==> config.mk <==
export PLATFORM = sky130hd
export DESIGN_NAME = ram_dp_sync_flat
export DESIGN_NICKNAME = d
export VERILOG_FILES = /design/src/rtl/ram_dp_sync_if.sv /design/src/rtl/ram_dp_sync.sv /design/src/flat_wrapper.sv
export SDC_FILE = /design/constraint.sdc
export NUM_CORES = 1
export LEC_CHECK = 0
export CORE_MARGIN = 8
export CORE_UTILIZATION = 30
export CTS_BUF_LIST = sky130_fd_sc_hd__clkbuf_8
export DETAILED_ROUTE_END_ITERATION = 10
export HOLD_SLACK_MARGIN = 0.12
export SYNTH_ARGS = -nofsm -noshare
export SYNTH_HDL_FRONTEND = slang
export SYNTH_SLANG_ARGS = --single-unit
==> constraint.sdc <==
create_clock -name clk -period 2.13 [get_ports clk]
set_input_delay 0.3195 -clock clk [delete_from_list [all_inputs] [get_ports clk]]
set_output_delay 0.3195 -clock clk [all_outputs]
set_load 0.03 [all_outputs]
==> src/rtl/ram_dp_sync_if.sv <==
// ram_dp_sync_if
//  Bus bundle for ram_dp_sync: port A (read/write, byte enables), port B
//  (read only) and the busy flag. clk/reset are not part of the bundle.
//  Optional: RAM_PARITY_EN adds the a_perr/b_perr parity-error flags.
// Modports
//  master  drives requests (a_*, b_* inputs), observes dout/busy/perr
//  slave   the RAM itself
interface ram_dp_sync_if #(
    parameter int DATA_WIDTH = 32,
    parameter int ADDR_WIDTH = 5
);
    logic                      a_cen;
    logic                      a_wen;
    logic [DATA_WIDTH/8-1:0]   a_be;
    logic [ADDR_WIDTH-1:0]     a_addr;
    logic [DATA_WIDTH-1:0]     a_din;
    logic [DATA_WIDTH-1:0]     a_dout;
    logic                      b_cen;
    logic [ADDR_WIDTH-1:0]     b_addr;
    logic [DATA_WIDTH-1:0]     b_dout;
    logic                      busy;
`ifdef RAM_PARITY_EN
    logic                      a_perr;
    logic                      b_perr;
`endif

    modport master (
        output a_cen, a_wen, a_be, a_addr, a_din, b_cen, b_addr,
        input  a_dout, b_dout,
`ifdef RAM_PARITY_EN
        input  a_perr, b_perr,
`endif
        input  busy
    );

    modport slave (
        input  a_cen, a_wen, a_be, a_addr, a_din, b_cen, b_addr,
        output a_dout, b_dout,
`ifdef RAM_PARITY_EN
        output a_perr, b_perr,
`endif
        output busy
    );
endinterface

==> src/rtl/ram_dp_sync.sv <==
// ram_dp_sync
//  Synchronous dual-port RAM. Port A reads/writes with byte enables, port B
//  reads only. After reset a clear sweep writes zero to every word, one word
//  per cycle; busy is high during the sweep and all requests are ignored.
//  Optional macro RAM_PARITY_EN: one even-parity bit per byte lane, checked on
//  reads and reported on a_perr/b_perr alongside the data.
// Ports
//  clk    rising-edge clock
//  reset  synchronous, active-high
//  bus    ram_dp_sync_if.slave (a_*, b_*, busy, optional a_perr/b_perr)
//
//  state | meaning
//  CLEAR | sweeping zeros through memory, one word per cycle; busy = 1
//  READY | normal port A / port B service
module ram_dp_sync #(
    parameter int DATA_WIDTH     = 32,
    parameter int ADDR_WIDTH     = 5,
    parameter int CLEAR_ON_RESET = 1
) (
    input  logic           clk,
    input  logic           reset,
    ram_dp_sync_if.slave   bus
);
    localparam int DEPTH = 2 ** ADDR_WIDTH;
    localparam int NB    = DATA_WIDTH / 8;

    typedef enum logic {CLEAR, READY} state_t;

    state_t                  state, state_nx;
    logic [ADDR_WIDTH-1:0]   ptr;
    logic                    clr_we, a_we, a_rd, b_rd, idle_out;

    logic [DATA_WIDTH-1:0]   mem [DEPTH];
    logic [DATA_WIDTH-1:0]   a_dout_q, b_dout_q;

    // state register
    always_ff @(posedge clk) begin
        if (reset) state <= (CLEAR_ON_RESET != 0) ? CLEAR : READY;
        else       state <= state_nx;
    end

    // next state
    always_comb begin
        state_nx = state;
        if (state == CLEAR && ptr == '1) state_nx = READY;
    end

    // control outputs; requests during reset are dropped so reset never
    // touches memory contents
    always_comb begin
        clr_we   = 1'b0;
        a_we     = 1'b0;
        a_rd     = 1'b0;
        b_rd     = 1'b0;
        idle_out = 1'b1;
        if (!reset) begin
            if (state == CLEAR) begin
                clr_we = 1'b1;
            end else begin
                idle_out = 1'b0;
                a_we     = bus.a_cen &  bus.a_wen;
                a_rd     = bus.a_cen & ~bus.a_wen;
                b_rd     = bus.b_cen;
            end
        end
    end

    always_ff @(posedge clk) begin
        if (reset)       ptr <= '0;
        else if (clr_we) ptr <= ptr + 1'b1;
    end

    assign bus.busy = (state == CLEAR);

    // memory array: no reset, read-first on collisions by virtue of <=
    always_ff @(posedge clk) begin
        if (clr_we) begin
            mem[ptr] <= '0;
        end else if (a_we) begin
            for (int i = 0; i < NB; i++)
                if (bus.a_be[i]) mem[bus.a_addr][8*i +: 8] <= bus.a_din[8*i +: 8];
        end
    end

    always_ff @(posedge clk) begin
        if (reset || idle_out) begin
            a_dout_q <= '0;
            b_dout_q <= '0;
        end else begin
            a_dout_q <= a_rd ? mem[bus.a_addr] : '0;
            b_dout_q <= b_rd ? mem[bus.b_addr] : '0;
        end
    end

    assign bus.a_dout = a_dout_q;
    assign bus.b_dout = b_dout_q;

`ifdef RAM_PARITY_EN
    logic [NB-1:0] mem_par [DEPTH];
    logic          a_perr_q, b_perr_q;

    function automatic logic [NB-1:0] lane_par(input logic [DATA_WIDTH-1:0] d);
        logic [NB-1:0] p;
        p = '0;
        for (int i = 0; i < NB; i++) p[i] = ^d[8*i +: 8];
        return p;
    endfunction

    always_ff @(posedge clk) begin
        if (clr_we) begin
            mem_par[ptr] <= '0;
        end else if (a_we) begin
            for (int i = 0; i < NB; i++)
                if (bus.a_be[i]) mem_par[bus.a_addr][i] <= ^bus.a_din[8*i +: 8];
        end
    end

    always_ff @(posedge clk) begin
        if (reset || idle_out) begin
            a_perr_q <= 1'b0;
            b_perr_q <= 1'b0;
        end else begin
            a_perr_q <= a_rd && (lane_par(mem[bus.a_addr]) != mem_par[bus.a_addr]);
            b_perr_q <= b_rd && (lane_par(mem[bus.b_addr]) != mem_par[bus.b_addr]);
        end
    end

    assign bus.a_perr = a_perr_q;
    assign bus.b_perr = b_perr_q;
`endif
endmodule
==> src/flat_wrapper.sv <==
// flat-port wrapper written by rule: the top's interface ports become plain ports
module ram_dp_sync_flat 
#(
    parameter int DATA_WIDTH     = 32,
    parameter int ADDR_WIDTH     = 5,
    parameter int CLEAR_ON_RESET = 1
)
  (clk, reset, bus_a_cen, bus_a_wen, bus_a_be, bus_a_addr, bus_a_din, bus_b_cen, bus_b_addr, bus_a_dout, bus_b_dout, bus_busy);
  ram_dp_sync_if #(.DATA_WIDTH(DATA_WIDTH), .ADDR_WIDTH(ADDR_WIDTH)) bus_i ();
  input  logic clk;
  input  logic reset;
  input wire logic [$bits(bus_i.a_cen)-1:0] bus_a_cen;
  input wire logic [$bits(bus_i.a_wen)-1:0] bus_a_wen;
  input wire logic [$bits(bus_i.a_be)-1:0] bus_a_be;
  input wire logic [$bits(bus_i.a_addr)-1:0] bus_a_addr;
  input wire logic [$bits(bus_i.a_din)-1:0] bus_a_din;
  input wire logic [$bits(bus_i.b_cen)-1:0] bus_b_cen;
  input wire logic [$bits(bus_i.b_addr)-1:0] bus_b_addr;
  output wire logic [$bits(bus_i.a_dout)-1:0] bus_a_dout;
  output wire logic [$bits(bus_i.b_dout)-1:0] bus_b_dout;
  output wire logic [$bits(bus_i.busy)-1:0] bus_busy;
  assign bus_i.a_cen = bus_a_cen;
  assign bus_i.a_wen = bus_a_wen;
  assign bus_i.a_be = bus_a_be;
  assign bus_i.a_addr = bus_a_addr;
  assign bus_i.a_din = bus_a_din;
  assign bus_i.b_cen = bus_b_cen;
  assign bus_i.b_addr = bus_b_addr;
  assign bus_a_dout = bus_i.a_dout;
  assign bus_b_dout = bus_i.b_dout;
  assign bus_busy = bus_i.busy;
  ram_dp_sync #(.DATA_WIDTH(DATA_WIDTH), .ADDR_WIDTH(ADDR_WIDTH), .CLEAR_ON_RESET(CLEAR_ON_RESET)) u_core (.clk(clk), .reset(reset), .bus(bus_i));
endmodule
---- Word-level counts from Yosys, hierarchy flattened ----
Memory sizes are Yosys's and may differ from the RTL's. A register that Yosys moved wholly into a read port is not among the register bits.
Index checks and enable logic that the tools add are counted.
cells by class
  muxes and demuxes ....................... 30
  bitwise operators ....................... 6
  equal/unequal tests ..................... 1
  add/subtract/negate cells ............... 1
  reduce and logical (&&, ||, !) cells .... 5
operators by type and width
  operator             count
  $mux 32              1
  $reduce_or 32->1     1
  $mux 1               27
  $add 5x1->5 const B  1
  $eq 5x5->1 const B   1
  $mux 5               1
  $mux 4               1
  $not 1->1            4
  $reduce_or 2->1      2
  $and 1x1->1          2
  $logic_and 1x1->1    1
  $logic_or 1x1->1     1
storage, ports and cells
  memories kept ........................... 1
  bits of input ports ..................... 51
  RAM bits ................................ 1024
  bits in registers ....................... 6
  output and inout bits ................... 65
memory list
  memory      depth  bits a word  read ports  clocked after memory_dff  wr ports  RTL line           text
  u_core.mem  32     32           2           2                         1         ram_dp_sync.sv:33  logic [DATA_WIDTH-1:0] mem [DEPTH];

---- Longest topological paths before layout ----
  depth in word-level cells ............... 8
  mapped depth ............................ 9

---- Worst setup path after synthesis ----
No wires, ideal clock.
  kind .................................... input to register
  from .................................... in bus_a_be[2]
  to ...................................... mem u_core.mem[19][24] (enable)
  cell stages on the path ................. 5
  path buffers ............................ 1
  arrival time ............................ 1.901 ns
  slack ................................... -0.141 ns
  path through ............................ or4_4 a21boi_2 o21ai_4 buf_6 nor2_1
on the way
  word-level cells in the longest chain between the ends .. 6
ends and longest elaborated chain
  what                                               RTL line            text
  from (decl)                                        flat_wrapper.sv:14  input wire logic [$bits(bus_i.a_be)-1:0] bus_a_be;
  $mux 1 (*)                                         ram_dp_sync.sv:81   if (bus.a_be[i]) mem[bus.a_addr][8*i +: 8] <= bus.a_din[8*i +: 8];
  $mux 1 (*)                                         ram_dp_sync.sv:79   end else if (a_we) begin
  $mux 1 (*)                                         ram_dp_sync.sv:77   if (clr_we) begin
  $mux 1 (implied by the code) (*)                   ram_dp_sync.sv:81
  $reduce_or 32->1 (no line) (*)                     --
  $mux 5 (no line) / $mux 4 (equally long branches)  --
  to (decl)                                          ram_dp_sync.sv:33
Every way passes the cells marked *; elsewhere a longest branch is shown, timed or not.

---- Worst setup path in the final report ----
  from .................................... reg u_core.state
  to ...................................... mem u_core.mem[15][0] (enable)
on the way
  word-level cells in the longest chain between the ends .. 7
ends and longest elaborated chain
  what                                               RTL line           text
  from (decl)                                        ram_dp_sync.sv:29  state_t state, state_nx;
  from (signal assigned)                             ram_dp_sync.sv:38  if (reset) state <= (CLEAR_ON_RESET != 0) ? CLEAR : READY;
  from (signal assigned)                             ram_dp_sync.sv:39  else state <= state_nx;
  $mux 1                                             ram_dp_sync.sv:57  if (state == CLEAR) begin
  $mux 1                                             ram_dp_sync.sv:56  if (!reset) begin
  $mux 1                                             ram_dp_sync.sv:79
  $mux 1                                             ram_dp_sync.sv:77
  $mux 1 (implied by the code)                       ram_dp_sync.sv:81
  $reduce_or 32->1 (no line)                         --
  $mux 5 (no line) / $mux 4 (equally long branches)  --
Several ways; a longest one is shown, not always the timed one.

==> flow_metrics.tcl <==
set metrics [dict create \
    layout_commonest_cell "edfxtp_1" \
    critical_path.max_fanout 8 \
    synth-seq-cells 1094 \
    start_util 0.3011 \
    port_buffers 115 \
    grt_pass1_wl_mm 234.9 \
    wire_per_inst_um 29.57 \
    grt_overflow 0 \
    leakage_nw 19.99 \
    cts-root-buf "clkbuf_8" \
    final_util 0.3804 \
    grt_max_degree 39 \
    antenna_found_initial 4 \
    cts_tree "built" \
    antenna_left 0 \
    syn-cell-area_um2 50120 \
    gp_congestion 0.9351 \
    die-area_um2 180400 \
    hold_start "bus_a_din[20]" \
    critical_path_arrival_ns 2.81 \
    hold_depth 3 \
    cts_buffer_depth 3 \
    dr.pass1.iters 7 \
    syn_avg_cell_area_um2 18.99 \
    syn_inst 2639 \
    drt-total-wl_mm 167.1 \
    cp-end-kind "flip-flop" \
    timing.clock.skew_ns 0.06313 \
    grt_pass1_vias 32032 \
    grt.total_usage 0.1786 \
    setup_slack_ns -0.06789 \
    io_pins 116 \
    vias 31221 \
    rsz0062_at_grt "yes" \
    vias_per_cell 5.523 \
    cts_sinks 1094 \
    r2r_start "u_core.state" \
    synth_cell_types 48 \
    r2r_slack_ns -0.07 \
    synth-edff-count 1024 \
    row_count 150 \
    fillers 15078 \
    cp-start-kind "flip-flop" \
    synth_nets 2692 \
    rr_worst_depth 9 \
    core_area_um2 166500 \
    fin_crit_ns 2.198 \
    whs_endpoint "u_core.mem[21][20]" \
    finalHoldViolations 0 \
    die_w_um 424.7 \
    path_class "reg2reg" \
    syn2layout_area_growth_pct 26.36 \
    vdd.ir_drop.worst_v 0.0006079 \
    fmax_mhz 455.0 \
    setup_viol 81 \
    fin_crit_sh 1.032 \
    ys_seq_area_frac 0.6415 \
    maxSlewHeadroom 0.6239 \
    h-tree-depth 4 \
    dieHeight_um 424.7 \
    synth_warnings 0 \
    synthFlopType "edfxtp_1" \
    synth-async-reset-ratio 0 \
    cts.clk_slew.worst_paths_ns 0.07 \
    max-cap-violations 0 \
    cp.required_ns 2.74 \
    final_cell_mix "edfxtp_1 (1024), mux4_2 (447), buf_4 (384)" \
    clock_latency_ns 0.90 \
    dp_hpwl_mm 115.8 \
    powerDensity_nw_per_um2 704.7 \
    whs_ns 0.3490 \
    drc 0 \
    nNetsFinal 3356 \
    maxSlewViolCount 0 \
    outcome "complete, but fails checks" \
    worst-slew-pin-transition_ns 0.5642 \
    r2r_end "u_core.mem[15][0]" \
    drt_iter0_markers 3314 \
    drive_above_1_share 0.4109 \
    hold_class "in2reg" \
    numCtsBuffers 173 \
    violations "setup timing" \
]
logic make-up after synthesis:
logic type                 count (synthesis)  synth area share
adders and majority gates                  2         0.0004992
and+or+nand+nor                          277           0.02469
muxes                                    718            0.2554
DFF                                     1094            0.6415
buffers and inverters                    226           0.02803
xor gates and xnor gates                   3         0.0005243
AOI/OAI and AO/OA                        319           0.04938
through the flow:
stage	setup slack, ns	cell area, µm²	setup TNS (ns)	instances	total power, mW
after floorplan	-0.1415	50150	-76.05	2639	25.65
after global placement	-1.084	58850	-989.03	5322	27.21
after detailed placement	-1.093	58850	-985.98	5322	27.22
after CTS	-0.09701	62700	-5.740	5640	44.99
after global routing	-0.09656	63320	-8.278	5650	45.98
final	-0.06789	63330	-1.833	5653	44.63
registers in the layout, summed over array words and instances, names as in the netlist:
register           cells
u_core.mem          1024
u_core.bus.a_dout     32
u_core.bus.b_dout     32
u_core.ptr             5
u_core.state           1
how the worst max path moves through the flow:
stage	startpoint	end	cells after the start
after global routing	u_core.state	u_core.mem[15][0]	9
after global placement	bus_a_be[2]	u_core.mem[5][15]	8
final	u_core.state	u_core.mem[15][0]	9
after detailed placement	reset	u_core.mem[5][4]	9
after CTS	u_core.state	u_core.mem[11][1]	8
after floorplan	bus_a_be[2]	u_core.mem[19][24]	5
synth_stat cells, drive strengths merged (9+ instances only):
| cell type | number | share of area |
|---|---|---|
| a31oi | 65 | 0.0081 |
| nor2 | 162 | 0.012 |
| buf | 146 | 0.022 |
| clkbuf | 77 | 0.0059 |
| dfxtp | 70 | 0.028 |
| o2111ai | 16 | 0.0028 |
| o21ai | 53 | 0.0062 |
| nand2 | 37 | 0.0028 |
| nor2b | 9 | 0.0011 |
| mux4 | 448 | 0.20 |
| edfxtp | 1024 | 0.61 |
| mux2i | 270 | 0.054 |
| a22oi | 64 | 0.0096 |
| a221oi | 48 | 0.0085 |
| and3 | 34 | 0.0042 |
| a221o | 64 | 0.013 |
| nand3 | 9 | 0.0010 |
worst max-delay path, cell delays in order, from the launching register on:
cell and delay, ns:
dfxtp_2 0.36, nand4b_1 0.18, nor2_4 0.30, buf_6 0.17
buf_8 0.13, mux2i_4 0.27, buf_12 0.18, buf_8 0.12
nor2_4 0.04, buf_12 0.14
final cells by class:
cell class                 instances  area, µm²  share of cell area
antenna                            5      12.51           0.0001976
timing repair buffer             712       7710              0.1217
inverter                           3      17.52           0.0002766
multi-input combinational       1319      17310              0.2733
tap                             2204       2758             0.04354
clock buffer                     174       2395             0.03781
clock inverter                   142      979.7             0.01547
sequential                      1094      32150              0.5077
report_power, final:
group	internal [mW]	switching [mW]	total, mW	leakage (nW)
Combinational	1.66	1.82	3.48	9.71
Clock	8.82	8.96	17.8	1.87
Sequential	23.3	0.0694	23.4	8.42
metal layers:
metal | wire length (µm) | part of all wire | track usage | up-vias
li1 | - | - | - | 12687
met1 | 63070 | 0.38 | 0.2211 | 16378
met2 | 81460 | 0.49 | 0.2980 | 1780
met3 | 13620 | 0.081 | 0.03718 | 376
met4 | 8992 | 0.054 | 0.08778 | 0
met5 | 0 | 0 | 0 | -
what timing repair did:
item / in CTS / in global routing
hold endpoints to repair: 25 / 0
hold buffers: 5 / 0
pin swaps: 9 / 20
resized for setup: 192 / 116
gates cloned: 1 / 2
setup buffers: 7 / 18
endpoints found under the setup margin: 1021 / 545
(Power assumes the default switching activity.)
